<file path="src/rtl/blake2_feeder.sv">
// blake2_feeder: segments a key+message byte stream into 64-byte core blocks
// and re-emits the core's digest burst as a one-byte-per-beat stream.
module blake2_feeder #(
  parameter int BB   = 64,
  parameter int NN_W = 6,
  parameter int LL_W = 64
) (
  input  logic                   clk,
  input  logic                   nreset,
  input  logic                   start_i,
  input  logic [NN_W-1:0]        kk_i,
  input  logic [NN_W-1:0]        nn_i,
  input  logic                   empty_i,
  input  logic                   slow_i,
  input  logic                   msg_valid_i,
  input  logic [7:0]             msg_data_i,
  input  logic                   msg_last_i,
  output logic                   msg_ready_o,
  input  logic                   core_ready_i,
  output logic                   core_data_v_o,
  output logic [$clog2(BB)-1:0]  core_data_idx_o,
  output logic [7:0]             core_data_o,
  output logic                   core_first_o,
  output logic                   core_last_o,
  output logic                   core_slow_o,
  output logic [NN_W-1:0]        core_kk_o,
  output logic [NN_W-1:0]        core_nn_o,
  output logic [LL_W-1:0]        core_ll_o,
  input  logic                   core_h_v_i,
  input  logic [7:0]             core_h_i,
  output logic                   res_valid_o,
  output logic [7:0]             res_data_o,
  output logic                   res_last_o,
  output logic                   busy_o
);

  localparam int IW = $clog2(BB);

  typedef enum logic [2:0] {
    S_IDLE, S_KEY, S_KPAD, S_MSG, S_PAD, S_WAIT, S_RES
  } state_t;

  state_t          state_q, state_d;
  logic [NN_W-1:0] kk_q, nn_q, rcnt_q;
  logic            empty_q, slow_q;
  logic [IW-1:0]   idx_q;
  logic [LL_W-1:0] cnt_q;
  logic            first_q;
  logic [1:0]      lead_q;
  logic            ph_q;
  logic            res_valid_q, res_last_q;
  logic [7:0]      res_data_q;
  logic            beat, cap, last_idx;

  assign last_idx        = (idx_q == IW'(BB - 1));
  assign core_data_idx_o = idx_q;
  assign core_first_o    = first_q;
  assign core_slow_o     = slow_q;
  assign core_kk_o       = kk_q;
  assign core_nn_o       = nn_q;
  assign core_ll_o       = cnt_q + ((kk_q != '0) ? LL_W'(BB) : '0);
  assign res_valid_o     = res_valid_q;
  assign res_data_o      = res_data_q;
  assign res_last_o      = res_last_q;
  assign busy_o          = (state_q != S_IDLE);

  // Next state, core/host handshake and capture strobe.
  always_comb begin
    state_d       = state_q;
    core_data_v_o = 1'b0;
    msg_ready_o   = 1'b0;
    core_data_o   = 8'h00;
    core_last_o   = 1'b0;
    beat          = 1'b0;
    cap           = 1'b0;
    unique case (state_q)
      S_IDLE: begin
        if (start_i) begin
          if (kk_i != '0)   state_d = S_KEY;
          else if (empty_i) state_d = S_PAD;
          else              state_d = S_MSG;
        end
      end
      S_KEY: begin
        msg_ready_o   = core_ready_i;
        core_data_v_o = msg_valid_i & core_ready_i;
        core_data_o   = msg_data_i;
        beat          = core_data_v_o;
        if (beat && idx_q == IW'(kk_q - NN_W'(1))) begin
          if (!last_idx)    state_d = S_KPAD;
          else if (empty_q) state_d = S_PAD;
          else              state_d = S_MSG;
        end
      end
      S_KPAD: begin
        core_data_v_o = core_ready_i;
        core_last_o   = empty_q;
        beat          = core_ready_i;
        if (beat && last_idx)
          state_d = empty_q ? S_PAD : S_MSG;
      end
      S_MSG: begin
        msg_ready_o   = core_ready_i;
        core_data_v_o = msg_valid_i & core_ready_i;
        core_data_o   = msg_data_i;
        core_last_o   = msg_last_i;
        beat          = core_data_v_o;
        if (beat && msg_last_i)
          state_d = last_idx ? S_WAIT : S_PAD;
      end
      S_PAD: begin
        core_data_v_o = core_ready_i;
        core_last_o   = 1'b1;
        beat          = core_ready_i;
        if (beat && last_idx) state_d = S_WAIT;
      end
      S_WAIT: begin
        if (core_h_v_i) state_d = S_RES;
      end
      S_RES: begin
        cap = core_h_v_i && lead_q == 2'd0 && (!slow_q || !ph_q);
        if (cap && rcnt_q == nn_q - NN_W'(1)) state_d = S_IDLE;
      end
      default: state_d = S_IDLE;
    endcase
  end

  // Block position, length count and digest capture registers.
  always_ff @(posedge clk) begin
    if (!nreset) begin
      state_q     <= S_IDLE;
      kk_q        <= '0;
      nn_q        <= '0;
      empty_q     <= 1'b0;
      slow_q      <= 1'b0;
      idx_q       <= '0;
      cnt_q       <= '0;
      first_q     <= 1'b0;
      lead_q      <= 2'd0;
      ph_q        <= 1'b0;
      rcnt_q      <= '0;
      res_valid_q <= 1'b0;
      res_last_q  <= 1'b0;
      res_data_q  <= 8'h00;
    end else begin
      state_q <= state_d;
      if (state_q == S_IDLE && start_i) begin
        kk_q    <= kk_i;
        nn_q    <= nn_i;
        empty_q <= empty_i;
        slow_q  <= slow_i;
        idx_q   <= '0;
        cnt_q   <= '0;
        first_q <= 1'b1;
      end
      if (beat) begin
        idx_q <= idx_q + IW'(1);
        if (last_idx) first_q <= 1'b0;
      end
      if (beat && state_q == S_MSG)
        cnt_q <= cnt_q + LL_W'(1);
      if (state_q == S_WAIT && core_h_v_i) begin
        lead_q <= slow_q ? 2'd2 : 2'd1;
        ph_q   <= 1'b0;
        rcnt_q <= '0;
      end
      if (state_q == S_RES && core_h_v_i) begin
        if (lead_q != 2'd0) lead_q <= lead_q - 2'd1;
        else                ph_q   <= slow_q & ~ph_q;
      end
      res_valid_q <= cap;
      res_last_q  <= cap && (rcnt_q == nn_q - NN_W'(1));
      if (cap) begin
        res_data_q <= core_h_i;
        rcnt_q     <= rcnt_q + NN_W'(1);
      end
    end
  end

  // The core must keep h_v up for the whole digest burst.
  res_hv_held: assert property (
    @(posedge clk) disable iff (!nreset)
    (state_q == S_RES) |-> core_h_v_i);

endmodule

</file>
<file path="config.mk">
export PLATFORM = sky130hd
export DESIGN_NAME = blake2_feeder
export DESIGN_NICKNAME = d
export VERILOG_FILES = /design/src/rtl/blake2_feeder.sv
export SDC_FILE = /design/constraint.sdc
export NUM_CORES = 1
export LEC_CHECK = 0
export BUFFER_PORTS_ARGS = -buffer_cell sky130_fd_sc_hd__buf_2
export CAP_MARGIN = 5
export CORE_UTILIZATION = 60
export CTS_CLUSTER_SIZE = 10
export DETAILED_ROUTE_END_ITERATION = 8
export PLACE_DENSITY = 0.87
export SLEW_MARGIN = 30
export SYNTH_ARGS = -nofsm -noshare
export SYNTH_HDL_FRONTEND = slang
export SYNTH_SLANG_ARGS = --single-unit
</file>
<file path="constraint.sdc">
create_clock -name clk -period 5.9 [get_ports clk]
set_input_delay 1.18 -clock clk [delete_from_list [all_inputs] [get_ports clk]]
set_output_delay 1.18 -clock clk [all_outputs]
set_load 0.1 [all_outputs]
</file>
==> impl_results.md <==
* Vias post-DR at around 6900
* Placed insts at 1121
* Pre-antenna DRT Iters at 8
* Complex-gate fraction of the synthesized area at 0.131
* Slew margin rel. at 0.346
* Post-DP HPWL at 12.6 mm
* Final Skew at between 10 and 15 ps
* WP data required at 4720 ps
* CP max stage delay at between 500 and 600 ps
* Initial antenna violation count at 0
* Max Root-Sink Buffers at 2
* Peak VDD IR at 0.285 mV
* Least-Margin Pin Slew at ~980 ps
* Cts bufs inserted at 9
* Yosys top cell by area: dfxtp_1
* RSZ-0062 raised after global routing: no
* Die area at between 10000 and 15000 um2
* Final hold violations at 0
* Fmax at ~190 MHz
* I/O pin total at approximately 140
* Synthesized-area fraction occupied by adder cells at 0.0149
* CP cell instances: inv_1 > ha_1 > nand3b_1 > ha_1 > ha_1 > nand3_1 > or3_1 > nor2_1 > or4b_1 > nor2_1 > xor2_2 > buf_2
* Post-CTS Setup Inserts at 0
* Synth Area per Inst at approximately 7.5 um2
* Synth cell types at between 50 and 60
* Met2 routed WL at between 8 and 9 mm
* CP most frequent cell: ha_1
* Worst setup EP type: output pin
* # hold bufs at CTS at 0
* Top post-synthesis cells by area: dfxtp_1, nand2_1, xnor2_1
* Largest net degree at the start of global routing at 66
* Initial drt markers at 498
* Worst Path Arrival at 4040 ps
* Placed instance area at ~7400 um2
* Crit-path leading delay family: simple AND/OR/NAND/NOR gates
* Met3 wire length at roughly 1.4 mm
* Synth cell count leaders: nand2_1, dfxtp_1, nor2_1
* DRC viols at 0
* Number of port buffers at 142
* Worst-skew pair later-pin latency at 400 ps
* Largest family of logic cells by synthesized area: simple AND/OR/NAND/NOR gates
* Diodes inserted at 0
* Die H at 108 um
* Antenna-violating nets left at 0
* Share of post-route cells with drive strength above 1 at 0.190
* DIE WIDTH at about 110 um
* XOR/XNOR Fraction of Synth Area at 0.103
* Post-synthesis mux area share at 0.0271
* Starting Density at 0.618
* Post-layout min period at around 5200 ps
* Row Count at 38
* Post-synth EDFFs at 0
* Post-synthesis cell count at 901
* Vias in the first global route at 6154
* Simple-gate share of the synthesized area at 0.358
* H-tree depth at 3
* Sequential element share of the synthesized area at 0.318
* CTS Sinks at around 110
* WS Path Type: register to output pin
* Final period util at 0.885
* Syn nets at roughly 950
* Max-cap violations at 0
* Setup violators final at 0
* Core area at between 10000 and 15000 um2
* Register bit count reported by yosys at approximately 110
* Max Transition Viols Final at 0
* Layout area overhead at 12.7%
* Max FO, Critical Path at 6
* Worst setup SP type: register
* Crit path max-delay cell type: or4b_1
* Top FF cell, synth: dfxtp_1
* Power density cells at 281 nW/um2
* Max Used Layer: met4
* Global-route wire length before repair at 28.8 mm
* Post_cts resized at 0
* Hold Path Class: register to register
* Outcome: finished, final reports clean
* DR WL/cell at roughly 16 um
* Global Route Usage Sum at 0.309
* Top-count cell post-synth: nand2_1
* Final Instance Count excl. Fillers at roughly 1100
* Routed met1 length at 7.56 mm
* Remaining Overflow, GRT at 0
* Post-Synthesis Cell Area at about 6700 um2
* CTS tree: built
* Pleak at 2.98 nW
* Routed WL at 17.7 mm
* Ys async rst share at 0
* Routability cong. at just over 0.9
* Hold slack final at between 400 and 500 ps
* Ys Warns at 0
* Vias/cell at 6.09
* Synth top area share at 0.318
* Nets@finish at between 1000 and 1500
* Reg clk slew, reported paths at roughly 110 ps
* Worst path bufs/invs at 2
* Post-route design area at between 7000 and 8000 um2
* Root Driver: clkbuf_8
cell usage in the layout (no fill, tap or decap), types with 9 or more instances in the layout:
cell type	n
o31ai_1	9
clkbuf_8	9
nor2_1	97
a21oi_1	65
nand4_1	41
and3_1	19
buf_2	142
nand3b_1	9
mux2_2	10
nor3_1	21
inv_1	9
nand2_1	119
dfxtp_1	107
xor2_1	34
o21ai_0	20
and2_1	15
xnor2_1	43
nand3_1	62
nor4_1	12
or3_1	20
o211ai_1	11
metrics by stage:
stage | setup slack, ps | power [W] | TNS, ps | util
floorplan | -106 | 0.00151 | -106 | -
global placement | 1220 | 0.00164 | 0 | 0.677
detailed placement | 1120 | 0.00164 | 0 | 0.677
CTS | 662 | 0.00213 | 0 | 0.697
global route | 456 | 0.00223 | 0 | 0.697
finish | 680 | 0.00213 | 0 | 0.697
flip-flops by register name, summed over array words and instances (netlist names):
name             flops
cnt_q               64
core_data_idx_o      6
lead_q               2
core_first_o         1
ph_q                 1
core_slow_o          1
core_nn_o            6
state_q              3
res_data_o           8
rcnt_q               6
empty_q              1
core_kk_o            6
res_last_o           1
res_valid_o          1
power breakdown:
part / switching, W / internal, W / total [W]
Clock: 0.000289 / 0.000210 / 0.000499
Sequential: 0.0000686 / 0.000752 / 0.000821
Combinational: 0.000634 / 0.000177 / 0.000811
Total: 0.000992 / 0.00114 / 0.00213
worst paths after layout:
| kind | startpoint | to | slack [ps] | cells after the start |
|---|---|---|---|---|
| max | core_kk_o[0] | core_ll_o[52] | 680 | 12 |
| min | res_data_o[5] | res_data_o[5] | 460 | 2 |
| max reg2reg | state_q[0] | cnt_q[62] | 2690 | 6 |
| min reg2reg | res_data_o[5] | res_data_o[5] | 460 | 2 |
logic make-up (layout without fill, tap and decap cells):
| kind of cell | count (synthesis) | after routing |
|---|---|---|
| DFF | 107 | 107 |
| buffers and inverters | 75 | 171 |
| and+or+nand+nor | 472 | 472 |
| muxes | 17 | 17 |
| adders and majority gates | 8 | 8 |
| xor gates and xnor gates | 79 | 79 |
| AOI/OAI and AO/OA | 143 | 143 |
routing by layer:
metal	GRT usage	vias to the layer above
li1	-	3396
met1	0.395	3167
met2	0.505	316
met3	0.0699	44
met4	0.117	0
met5	0	-
worst register-to-register path, stage by stage, from the launching register on:
cell     delay [ps]
dfxtp_1         740
and4b_1         370
nand4_1         310
nor4_2          800
nand3_1         360
or3_1           400
a21oi_1         140
area by class of cell:
class                      count  area, um2
clock inverter                 7       90.1
timing repair buffer         144        726
clock buffer                   9        124
tap                          140        175
multi-input combinational    719       4290
inverter                      11       42.5
sequential                   107       2140
fill                         915       3300
Note: power is estimated with default switching activity, not from simulation.
